File: src/rtl/uart_tx.sv
// uart_tx: 8N1 UART transmitter.
// Accepts one byte per i_TX_DV strobe while idle, then shifts it out on
// o_TX_Serial as start bit, eight data bits LSB first, and stop bit. Each
// bit lasts CLKS_PER_BIT system clocks. Every output comes straight from a
// flop, so there is no combinational path from the inputs to the pin.
module uart_tx #(
  parameter int CLKS_PER_BIT = 416
) (
  input  logic       i_Clock,
  input  logic       i_Reset,
  input  logic       i_TX_DV,
  input  logic [7:0] i_TX_Byte,
  output logic       o_TX_Active,
  output logic       o_TX_Serial,
  output logic       o_TX_Done
);

  localparam int CNT_W = (CLKS_PER_BIT > 1) ? $clog2(CLKS_PER_BIT) : 1;
  localparam logic [CNT_W-1:0] CNT_LAST = CNT_W'(CLKS_PER_BIT - 1);

  typedef enum logic [2:0] {
    S_IDLE,
    S_START,
    S_DATA,
    S_STOP,
    S_CLEANUP
  } state_t;

  state_t           state_q,   state_d;
  logic [CNT_W-1:0] clk_cnt_q, clk_cnt_d;
  logic [2:0]       bit_idx_q, bit_idx_d;
  logic [7:0]       byte_q,    byte_d;
  logic             serial_q,  serial_d;
  logic             active_q,  active_d;
  logic             done_q,    done_d;

  logic             bit_end;
  logic [2:0]       next_idx;

  assign bit_end  = (clk_cnt_q == CNT_LAST);
  assign next_idx = bit_idx_q + 3'd1;

  // Next-state and next-output logic for the frame sequencer.
  always_comb begin
    state_d   = state_q;
    clk_cnt_d = clk_cnt_q;
    bit_idx_d = bit_idx_q;
    byte_d    = byte_q;
    serial_d  = serial_q;
    active_d  = active_q;
    done_d    = 1'b0;

    case (state_q)
      S_IDLE: begin
        serial_d  = 1'b1;
        active_d  = 1'b0;
        clk_cnt_d = '0;
        bit_idx_d = 3'd0;
        if (i_TX_DV) begin
          // The start bit goes onto the line on the accepting edge itself.
          byte_d   = i_TX_Byte;
          state_d  = S_START;
          serial_d = 1'b0;
          active_d = 1'b1;
        end
      end

      S_START: begin
        if (bit_end) begin
          clk_cnt_d = '0;
          bit_idx_d = 3'd0;
          serial_d  = byte_q[0];
          state_d   = S_DATA;
        end else begin
          clk_cnt_d = clk_cnt_q + CNT_W'(1);
        end
      end

      S_DATA: begin
        if (bit_end) begin
          clk_cnt_d = '0;
          if (bit_idx_q == 3'd7) begin
            serial_d = 1'b1;
            state_d  = S_STOP;
          end else begin
            bit_idx_d = next_idx;
            serial_d  = byte_q[next_idx];
          end
        end else begin
          clk_cnt_d = clk_cnt_q + CNT_W'(1);
        end
      end

      S_STOP: begin
        if (bit_end) begin
          // Done rises and Active falls together as the stop bit ends.
          clk_cnt_d = '0;
          done_d    = 1'b1;
          active_d  = 1'b0;
          state_d   = S_CLEANUP;
        end else begin
          clk_cnt_d = clk_cnt_q + CNT_W'(1);
        end
      end

      S_CLEANUP: begin
        // One settling clock so that Done stays a single-cycle pulse and DV is ignored.
        state_d = S_IDLE;
      end

      default: begin
        state_d  = S_IDLE;
        serial_d = 1'b1;
        active_d = 1'b0;
      end
    endcase
  end

  // State and output registers; reset aborts any frame and idles the line high.
  always_ff @(posedge i_Clock or posedge i_Reset) begin
    if (i_Reset) begin
      state_q   <= S_IDLE;
      clk_cnt_q <= '0;
      bit_idx_q <= 3'd0;
      byte_q    <= 8'd0;
      serial_q  <= 1'b1;
      active_q  <= 1'b0;
      done_q    <= 1'b0;
    end else begin
      state_q   <= state_d;
      clk_cnt_q <= clk_cnt_d;
      bit_idx_q <= bit_idx_d;
      byte_q    <= byte_d;
      serial_q  <= serial_d;
      active_q  <= active_d;
      done_q    <= done_d;
    end
  end

  assign o_TX_Serial = serial_q;
  assign o_TX_Active = active_q;
  assign o_TX_Done   = done_q;

endmodule

File: config.mk
export PLATFORM = sky130hd
export DESIGN_NAME = uart_tx
export DESIGN_NICKNAME = d
export VERILOG_FILES = /design/src/rtl/uart_tx.sv
export SDC_FILE = /design/constraint.sdc
export NUM_CORES = 1
export LEC_CHECK = 0
export BUFFER_PORTS_ARGS = -buffer_cell sky130_fd_sc_hd__buf_4
export CAP_MARGIN = 40
export CORE_MARGIN = 3
export CORE_UTILIZATION = 57
export DETAILED_ROUTE_END_ITERATION = 6
export PLACE_DENSITY_LB_ADDON = 0.08
export SYNTH_ARGS = -nofsm -noshare
export SYNTH_HDL_FRONTEND = slang
export SYNTH_SLANG_ARGS = --single-unit
File: constraint.sdc
create_clock -name i_Clock -period 2.25 [get_ports i_Clock]
set_clock_uncertainty 0.2 [all_clocks]
set_input_delay 0.1125 -clock i_Clock [delete_from_list [all_inputs] [get_ports i_Clock]]
set_output_delay 0.1125 -clock i_Clock [all_outputs]
set_load 0.05 [all_outputs]
==> flow_summary.toml <==
[floorplanning]
initial_utilization = 0.628
std_cell_rows = 17
boundaryPins = 14
die_area_mm2 = 0.00317
die_w_um = 56.3
core_mm2 = 0.00230
fp.dieH_um = 56.3

[routing]
wirelength_um = 2790
drc_errors = 0
vias = 1070
drtIter0Drc = 29
via_per_inst = 5.98
drt_first_pass_iters = 4
routedWlPerCell_um = 15.6
ant_nets = 0

[final_layout]
antenna_cells = 0
fillers = 170
drive_above_1_share = 0.298
syn_to_final_growth_pct = 16.0
nets = 166

[yosys]
synthMuxAreaShare = 0.101
syn_inst = 127
synthArstFlopShare = 1.00
synth.distinct_cells = 46
yosysWarningCount = 0
synth-simple-area-share = 0.203
ys_ff_latch = 26
synth_top_area_cell = "dfrtp_1"
synth-edff-count = 0
syn-num-nets = 141
yosysMostFrequentCell = "dfrtp_1"
synth_top_family_by_area = "simple AND/OR/NAND/NOR gates"
synth_fa_ha_area_frac = 0.0260
yosys_most_used_dff = "dfrtp_1"
synth_top_area_frac = 0.434
synthesis.area_mm2 = 0.00144
synth_common_cells = "dfrtp_1, nand2_1, mux2_2"
synth-xor-area-share = 0.0121
synth_area_leaders = "dfrtp_1, mux2_2, mux4_2"
postSynthAreaPerCell_um2 = 11.4
synth_compound_area_frac = 0.160
synth-seq-area-share = 0.452

[cts]
h-tree-depth = 1
cts_buffers = 3
cts_tree = "done"
cts_setup_buffers = 0
cts_root_buffer = "clkbuf_4"
hold_buffers = 9
cts_resized = 0
cts.sinks = 26
clk_pin_slew_ns = 0.14
clkLatencyLatePin_ns = 0.32
clk_path_buf_depth = 2

[place]
dpl.hpwl_um = 1980
finalWeightedCongestion = 0.793
numPortBuffers = 13

[sta]
worstMarginPinSlew_ns = 0.503
layout_min_cycle_time_ns = 2.08
grt_setup_unrepaired = "no"
max-slew-margin-rel = 0.664
fin_setup_tns_ns = 0
finalHoldViolCount = 0
whs_ns = 0.0577
fin_crit_sh = 0.925
setup_viol = 0
final_max_slew_viol_count = 0
max_freq_mhz = 480

[power]
clkPwrFrac = 0.212
vdd_drop_max_v = 0.000639
p_switching_uw = 325
leakage_nw = 0.761
combPwrFrac = 0.205
switching_share = 0.296
p_int_uw = 774
seqPwrFrac = 0.582
power_mw = 1.10
power_density_mw_per_mm2 = 657

[grt]
grt.overflow.total = 0
grt_max_degree = 27
grt_pass1_vias = 1090
grtUsageTotal = 0.197
grt_first_pass_wirelength_um = 4930
antenna_found_initial = 0

[worst_setup_path]
required_ns = 2.32
worstPathArrival_ns = 2.15
cp_max_fo = 4
cp-end-kind = "flop"
crit_type = "flop to flop"
start_kind = "flop"

[run_status]
status = "complete, no violations"

[run]
drv_cap = 0

[worst_hold_path]
min_path_type = "input pin to flop"
==> cell families after synthesis <==
family / Yosys count
adder cells (fa/ha/maj): 3
AND/OR/NAND/NOR: 45
multiplexers: 11
buffers and inverters: 8
flip-flops: 26
AO/OA/AOI/OAI: 32
XOR/XNOR: 2
==> sequential cells by signal, indices dropped and copies added (netlist names) <==
register     cells
o_TX_Active      1
o_TX_Serial      1
state_q          3
o_TX_Done        1
bit_idx_q        3
byte_q           8
clk_cnt_q        9
==> area by class of cell <==
class | instances | area, um^2 | share of cell area
clock buffer | 4 | 36.3 | 0.0217
timing repair buffer | 26 | 218 | 0.130
multi-input combinational | 93 | 724 | 0.433
inverter | 2 | 7.51 | 0.00449
sequential | 26 | 652 | 0.390
tap | 28 | 35.0 | 0.0209
==> routing by layer <==
metal | wire length, um | vias up | global-route usage
met5 | 0 | - | 0
li1 | - | 523 | -
met1 | 1310 | 517 | 0.274
met3 | 136 | 2 | 0.0529
met2 | 1330 | 28 | 0.311
met4 | 14 | 0 | 0.0441
==> worst max-delay path, cell delays in order, from the launching register on <==
cell and delay (ns):
dfrtp_1 0.45, ha_1 0.37, mux4_2 0.51, a22oi_1 0.18, o221ai_1 0.14, o21a_1 0.18
==> through the flow <==
step,util,cells,setup WS [ns],cell area (um^2)
5_1_grt,0.728,179,0.0511,1670
3_3_place_gp,0.673,166,0.239,1550
2_1_floorplan,-,127,0.274,1440
3_5_place_dp,0.673,166,0.157,1550
6_report,0.728,179,0.168,1670
4_1_cts,0.728,179,0.139,1670
==> power groups by stage <==
stage / Clock, mW / Combinational [mW] / Sequential, mW
after floorplan: 0 / 0.179 / 0.634
after global placement: 0 / 0.206 / 0.643
after detailed placement: 0 / 0.216 / 0.647
after CTS: 0.240 / 0.227 / 0.639
after global routing: 0.260 / 0.253 / 0.656
final: 0.233 / 0.226 / 0.640
==> worst paths after layout <==
path / startpoint / endpoint / slack [ns] / cells past startpoint
max: bit_idx_q[0] / o_TX_Serial / 0.17 / 5
min: i_TX_DV / state_q[0] / 0.06 / 4
max reg2reg: bit_idx_q[0] / o_TX_Serial / 0.17 / 5
min reg2reg: byte_q[2] / byte_q[2] / 0.32 / 1
max in group asynchronous: i_Reset / o_TX_Serial / 1.37 / 4
min in group asynchronous: i_Reset / clk_cnt_q[4] / 0.19 / 4
==> cells in the final DEF (no fill, tap or decap), types with 2 or more instances in the layout <==
| cell type | n |
|---|---|
| o21ai_0 | 7 |
| and3_1 | 2 |
| a31oi_1 | 3 |
| mux4_2 | 2 |
| and4_2 | 2 |
| mux2_2 | 9 |
| nand2b_1 | 3 |
| nand3_1 | 5 |
| xor2_1 | 2 |
| clkbuf_4 | 3 |
| nor3_1 | 3 |
| buf_4 | 17 |
| nand2_1 | 12 |
| a41o_1 | 2 |
| a21oi_1 | 5 |
| dlygate4sd3_1 | 9 |
| inv_1 | 2 |
| a21o_1 | 4 |
| nor2_1 | 3 |
| a22oi_1 | 2 |
| nand4_1 | 2 |
| a22o_1 | 2 |
| ha_1 | 3 |
| dfrtp_1 | 25 |
No activity file was read; power rests on OpenSTA's default activity.
